File: src/rtl/bin_dec_pkg.sv
// Shared types and constants for the binary decoder stream block.
// Holds the decode mode enum, active-level names and counter width.
package bin_dec_pkg;

  typedef enum logic {
    DEC_ONEHOT = 1'b0,
    DEC_THERM  = 1'b1
  } dec_mode_t;

  localparam int   DEC_CNT_W = 16;
  localparam logic ACT_HIGH  = 1'b1;
  localparam logic ACT_LOW   = 1'b0;

endpackage

File: src/rtl/bin_dec_core.sv
// Combinational decoder: binary code -> one-hot or thermometer vector.
// Ports: in (code), mode (dec_mode_t), vec (decoded), err (in >= OUT).
module bin_dec_core
  import bin_dec_pkg::*;
#(
  parameter int   IN  = 4,
  parameter int   OUT = 1 << IN,
  parameter logic ACT = ACT_HIGH
) (
  input  logic [IN-1:0]  in,
  input  dec_mode_t      mode,
  output logic [OUT-1:0] vec,
  output logic           err
);

  always_comb begin
    // One extra bit so OUT == 1<<IN compares correctly.
    err = ({1'b0, in} >= (IN+1)'(OUT));
    vec = {OUT{~ACT}};
    if (!err) begin
      for (int i = 0; i < OUT; i++) begin
        if (mode == DEC_THERM)
          vec[i] = (IN'(i) <= in) ? ACT : ~ACT;
        else
          vec[i] = (IN'(i) == in) ? ACT : ~ACT;
      end
    end
  end

endmodule

File: src/rtl/bin_dec_stream.sv
// Valid/ready decoder stream with a 2-entry result FIFO.
// Ports: clk, reset (sync, high), in_valid/in_ready/in/mode,
// out_valid/out_ready/out/out_err; dec_cnt when
// BIN_DEC_STREAM_CNT_EN is defined (good-result transfer count).
module bin_dec_stream
  import bin_dec_pkg::*;
#(
  parameter int   IN  = 4,
  parameter int   OUT = 1 << IN,
  parameter logic ACT = ACT_HIGH
) (
  input  logic           clk,
  input  logic           reset,
  input  logic           in_valid,
  output logic           in_ready,
  input  logic [IN-1:0]  in,
  input  logic           mode,
  output logic           out_valid,
  input  logic           out_ready,
  output logic [OUT-1:0] out,
  output logic           out_err
`ifdef BIN_DEC_STREAM_CNT_EN
  ,
  output logic [DEC_CNT_W-1:0] dec_cnt
`endif
);

  typedef struct packed {
    logic           err;
    logic [OUT-1:0] vec;
  } ent_t;

  ent_t           s0, s1, nw;
  logic [1:0]     cnt, cnt_nx;
  logic           rdy_q;
  logic           push, pop;
  logic [OUT-1:0] dvec;
  logic           derr;

  bin_dec_core #(
    .IN (IN),
    .OUT(OUT),
    .ACT(ACT)
  ) u_core (
    .in  (in),
    .mode(dec_mode_t'(mode)),
    .vec (dvec),
    .err (derr)
  );

  assign nw = {derr, dvec};

  // Gating with reset keeps the handshake dead in the reset cycle.
  assign in_ready  = rdy_q && !reset;
  assign out_valid = (cnt != 2'd0) && !reset;
  assign out       = out_valid ? s0.vec : {OUT{~ACT}};
  assign out_err   = out_valid && s0.err;

  assign push = in_valid && in_ready;
  assign pop  = out_valid && out_ready;

  always_comb begin
    cnt_nx = cnt;
    if (push && !pop)
      cnt_nx = cnt + 2'd1;
    else if (pop && !push)
      cnt_nx = cnt - 2'd1;
  end

  always_ff @(posedge clk) begin
    if (reset) begin
      cnt   <= 2'd0;
      rdy_q <= 1'b1;
    end else begin
      cnt   <= cnt_nx;
      rdy_q <= (cnt_nx != 2'd2);
      // s0 is always the head; s1 only fills when s0 is held.
      if (pop && cnt == 2'd2)
        s0 <= s1;
      else if (push && (cnt == 2'd0 || pop))
        s0 <= nw;
      if (push && !pop && cnt == 2'd1)
        s1 <= nw;
    end
  end

`ifdef BIN_DEC_STREAM_CNT_EN
  always_ff @(posedge clk) begin
    if (reset)
      dec_cnt <= '0;
    else if (pop && !s0.err && dec_cnt != '1)
      dec_cnt <= dec_cnt + 1'b1;
  end
`endif

endmodule

File: config.mk
export PLATFORM = sky130hd
export DESIGN_NAME = bin_dec_stream
export DESIGN_NICKNAME = d
export VERILOG_FILES = /design/src/rtl/bin_dec_pkg.sv /design/src/rtl/bin_dec_core.sv /design/src/rtl/bin_dec_stream.sv
export SDC_FILE = /design/constraint.sdc
export NUM_CORES = 1
export LEC_CHECK = 0
export CELL_PAD_IN_SITES_DETAIL_PLACEMENT = 1
export CELL_PAD_IN_SITES_GLOBAL_PLACEMENT = 2
export CORE_ASPECT_RATIO = 1.1
export CORE_MARGIN = 5
export CORE_UTILIZATION = 39
export CTS_BUF_LIST = sky130_fd_sc_hd__clkbuf_4 sky130_fd_sc_hd__clkbuf_8 sky130_fd_sc_hd__clkbuf_16
export CTS_CLUSTER_DIAMETER = 80
export DETAILED_ROUTE_END_ITERATION = 12
export GPL_TIMING_DRIVEN = 0
export HOLD_SLACK_MARGIN = 0.03
export MAX_ROUTING_LAYER = met4
export PLACE_DENSITY = 0.94
export REMOVE_ABC_BUFFERS = 1
export SLEW_MARGIN = 20
export SYNTH_ARGS = -nofsm -noshare
export SYNTH_HDL_FRONTEND = slang
export SYNTH_SLANG_ARGS = --single-unit
File: constraint.sdc
create_clock -name clk -period 4.94 [get_ports clk]
set_clock_uncertainty 0.1 [all_clocks]
set_input_delay 0.741 -clock clk [delete_from_list [all_inputs] [get_ports clk]]
set_output_delay 0.741 -clock clk [all_outputs]
set_load 0.02 [all_outputs]
==> reports/metrics.cfg <==
[status]
status=completed

[synthesis]
synth_seq_area_share_pct=54.2
synth_area_um2=1880
synth_top_area_share_pct=51.0
synth-seq-cells=35
synth_area_leaders=edfxtp_1 51%, and2_1 6.3%, mux2_4 5.6%
ys_async_sr_fraction_pct=0
netlist_top_cells_count=32 x edfxtp_1, 19 x and2_1, 18 x nor2_1
postSynthAreaPerCell_um2=12.3
yosysTopAreaCell=edfxtp_1
ys_types=40
synth_ff_type=edfxtp_1
synth_edf_count=32
yosys_warnings=0
postSynthCellCount=153
yosysMostFrequentCell=edfxtp_1

[finish]
finalNetCount=190
syn_to_final_growth_pct=20.8
layout.cells.non_filler=235
drive_gt1_share_pct=17.9
diodes=0
fillers=488

[clock_network]
htreeDepth=2
cts_tree=built
postCtsSetupBuffers=0
clock_path_buffers=2
cts_resized=0
numCtsBuffers=5
root_buffer=clkbuf_8
holdBufCountCts=0
clk_pin_slew_worst_paths_ns=0.07
clock_latency_ns=0.29
cts_sinks=35

[floorplan]
die-height_um=82.9
core_um2=4650
dieArea_um2=6320
io_pins=28
start_util_pct=40.5
die_w_um=76.3
rows=26

[sta]
worst_pin_slew_ns=0.890
max_clock_freq_mhz=258
relSlewSlack_pct=39.8
setup_viol=0
grt_setup_unrepaired=false
fin_setup_tns_ns=0
fin_crit_sh_pct=78.4
fin_ws_ns=1.07
period_needed_ns=3.87
hold_viol_final=0
maxSlewViolCount=0

[grt]
grt_pass1_vias=1415
grt_util_all_layers_pct=14.6
antenna_found_initial=0
grt_pass1_wl_um=7180
grt-ovfl-total=0
grt_max_degree=18

[detailed_routing]
antenna_left=0
drt_iter0_markers=68
wl_um=4040
drtPass1Iterations=4
drt_drc_violations_left=0
avgViaCountPerCell=5.34
wire_per_inst_um=17.2
via_count=1255

[power]
power_leakage_nw=0.817
combPwrFrac_pct=34.6
p_int_w=0.000614
finalPower_w=0.000903
clock_power_share_pct=22.9
p_sw_share_pct=32.0
power_frac_seq_pct=42.6
p_sw_w=0.000289
ir_drop_uv=201
power_density_nw_per_um2=397

[place]
port_buffers=26
placed_cells=227
place_worst_setup_slack_ns=0.995
gp_congestion=0.756
hpwl_um=2940

[min_path]
hold_path_class=reg2reg

[critical_path]
cp_max_fo=17
arrival_ns=3.03
crit_type=in2out
critPathRequiredTime_ns=4.10
startpoint_type=input port
reg2reg_slack_ns=2.67
end_kind=output port

[job]
drv_cap=0

-- metal layers --
metal | up-vias | global-route usage [%] | part of all wire, %
met2 | 29 | 26.7 | 57
met4 | 0 | 8.43 | 3.8
met1 | 623 | 13.5 | 36
met5 | - | - | 0
li1 | 593 | - | -
met3 | 10 | 3.79 | 3.8
-- stage by stage --
step                utilization (%)  cell area [um2]  hold slack (ns)
floorplan                         -             1810            0.365
global placement               46.1             2140            0.380
detailed placement             47.0             2190            0.398
CTS                            48.9             2270            0.414
global route                   48.9             2270            0.471
finish                         48.9             2270            0.409
-- registers in the layout (all words and copies together), names as in the netlist --
| register | count |
|---|---|
| s0 | 16 |
| s1 | 16 |
| cnt | 2 |
| rdy_q | 1 |
-- worst paths after layout --
kind,startpoint,end,depth (start not counted)
worst min-delay path,cnt[0],cnt[0],1
worst min register to register,cnt[0],cnt[0],1
worst max-delay path,reset,out[3],4
worst max register to register,cnt[0],s1[10],5
-- critical path: stages --
cell             delay (ns)
clkdlybuf4s50_1        0.66
nor2_1                 0.78
and2_1                 0.24
clkdlybuf4s50_1        0.61
-- logic make-up (layout without fill, tap and decap cells) --
kind of cell               count (synthesis)  after routing  share of synthesized area [%]
adders and majority gates                  3              3                           1.99
muxes                                     14             14                           9.57
AOI/OAI and AO/OA                         20             20                           7.58
xor gates and xnor gates                   2              2                          0.930
buffers and inverters                     13             39                           4.32
other                                      1              1                          0.199
and+or+nand+nor                           65             65                           21.2
DFF                                       35             35                           54.2
-- placed cells by master (no fill, tap or decap), drive strengths merged, types with 2 or more instances in the layout --
cell type	Yosys	layout
nor3b	3	3
a21oi	2	2
nor3	4	4
edfxtp	32	32
nand2b	4	4
nand2	9	9
a2bb2oi	2	2
and2	19	19
o31ai	4	4
nor2	18	18
clkdlybuf4s50	0	26
mux2	11	11
buf	10	2
o21ai	5	5
inv	3	3
clkbuf	0	6
dfxtp	3	3
mux2i	3	3
ha	3	3
-- power by group through the flow --
stage                     clock (W)  sequential, W  combinational [W]
after detailed placement          0       0.000392           0.000316
final                      0.000206       0.000384           0.000312
after global routing       0.000226       0.000390           0.000341
after CTS                  0.000212       0.000385           0.000317
after global placement            0       0.000390           0.000287
after floorplan                   0       0.000387           0.000186
-- cell type report --
class	instances	area [um2]	area share, %
clock buffer	6	76.3	3.36
inverter	3	11.3	0.495
multi-input combinational	105	805	35.4
tap	56	70.1	3.08
sequential	35	1020	44.9
clock inverter	2	12.5	0.550
timing repair buffer	28	279	12.3
No activity file was read; power rests on OpenSTA's default activity.
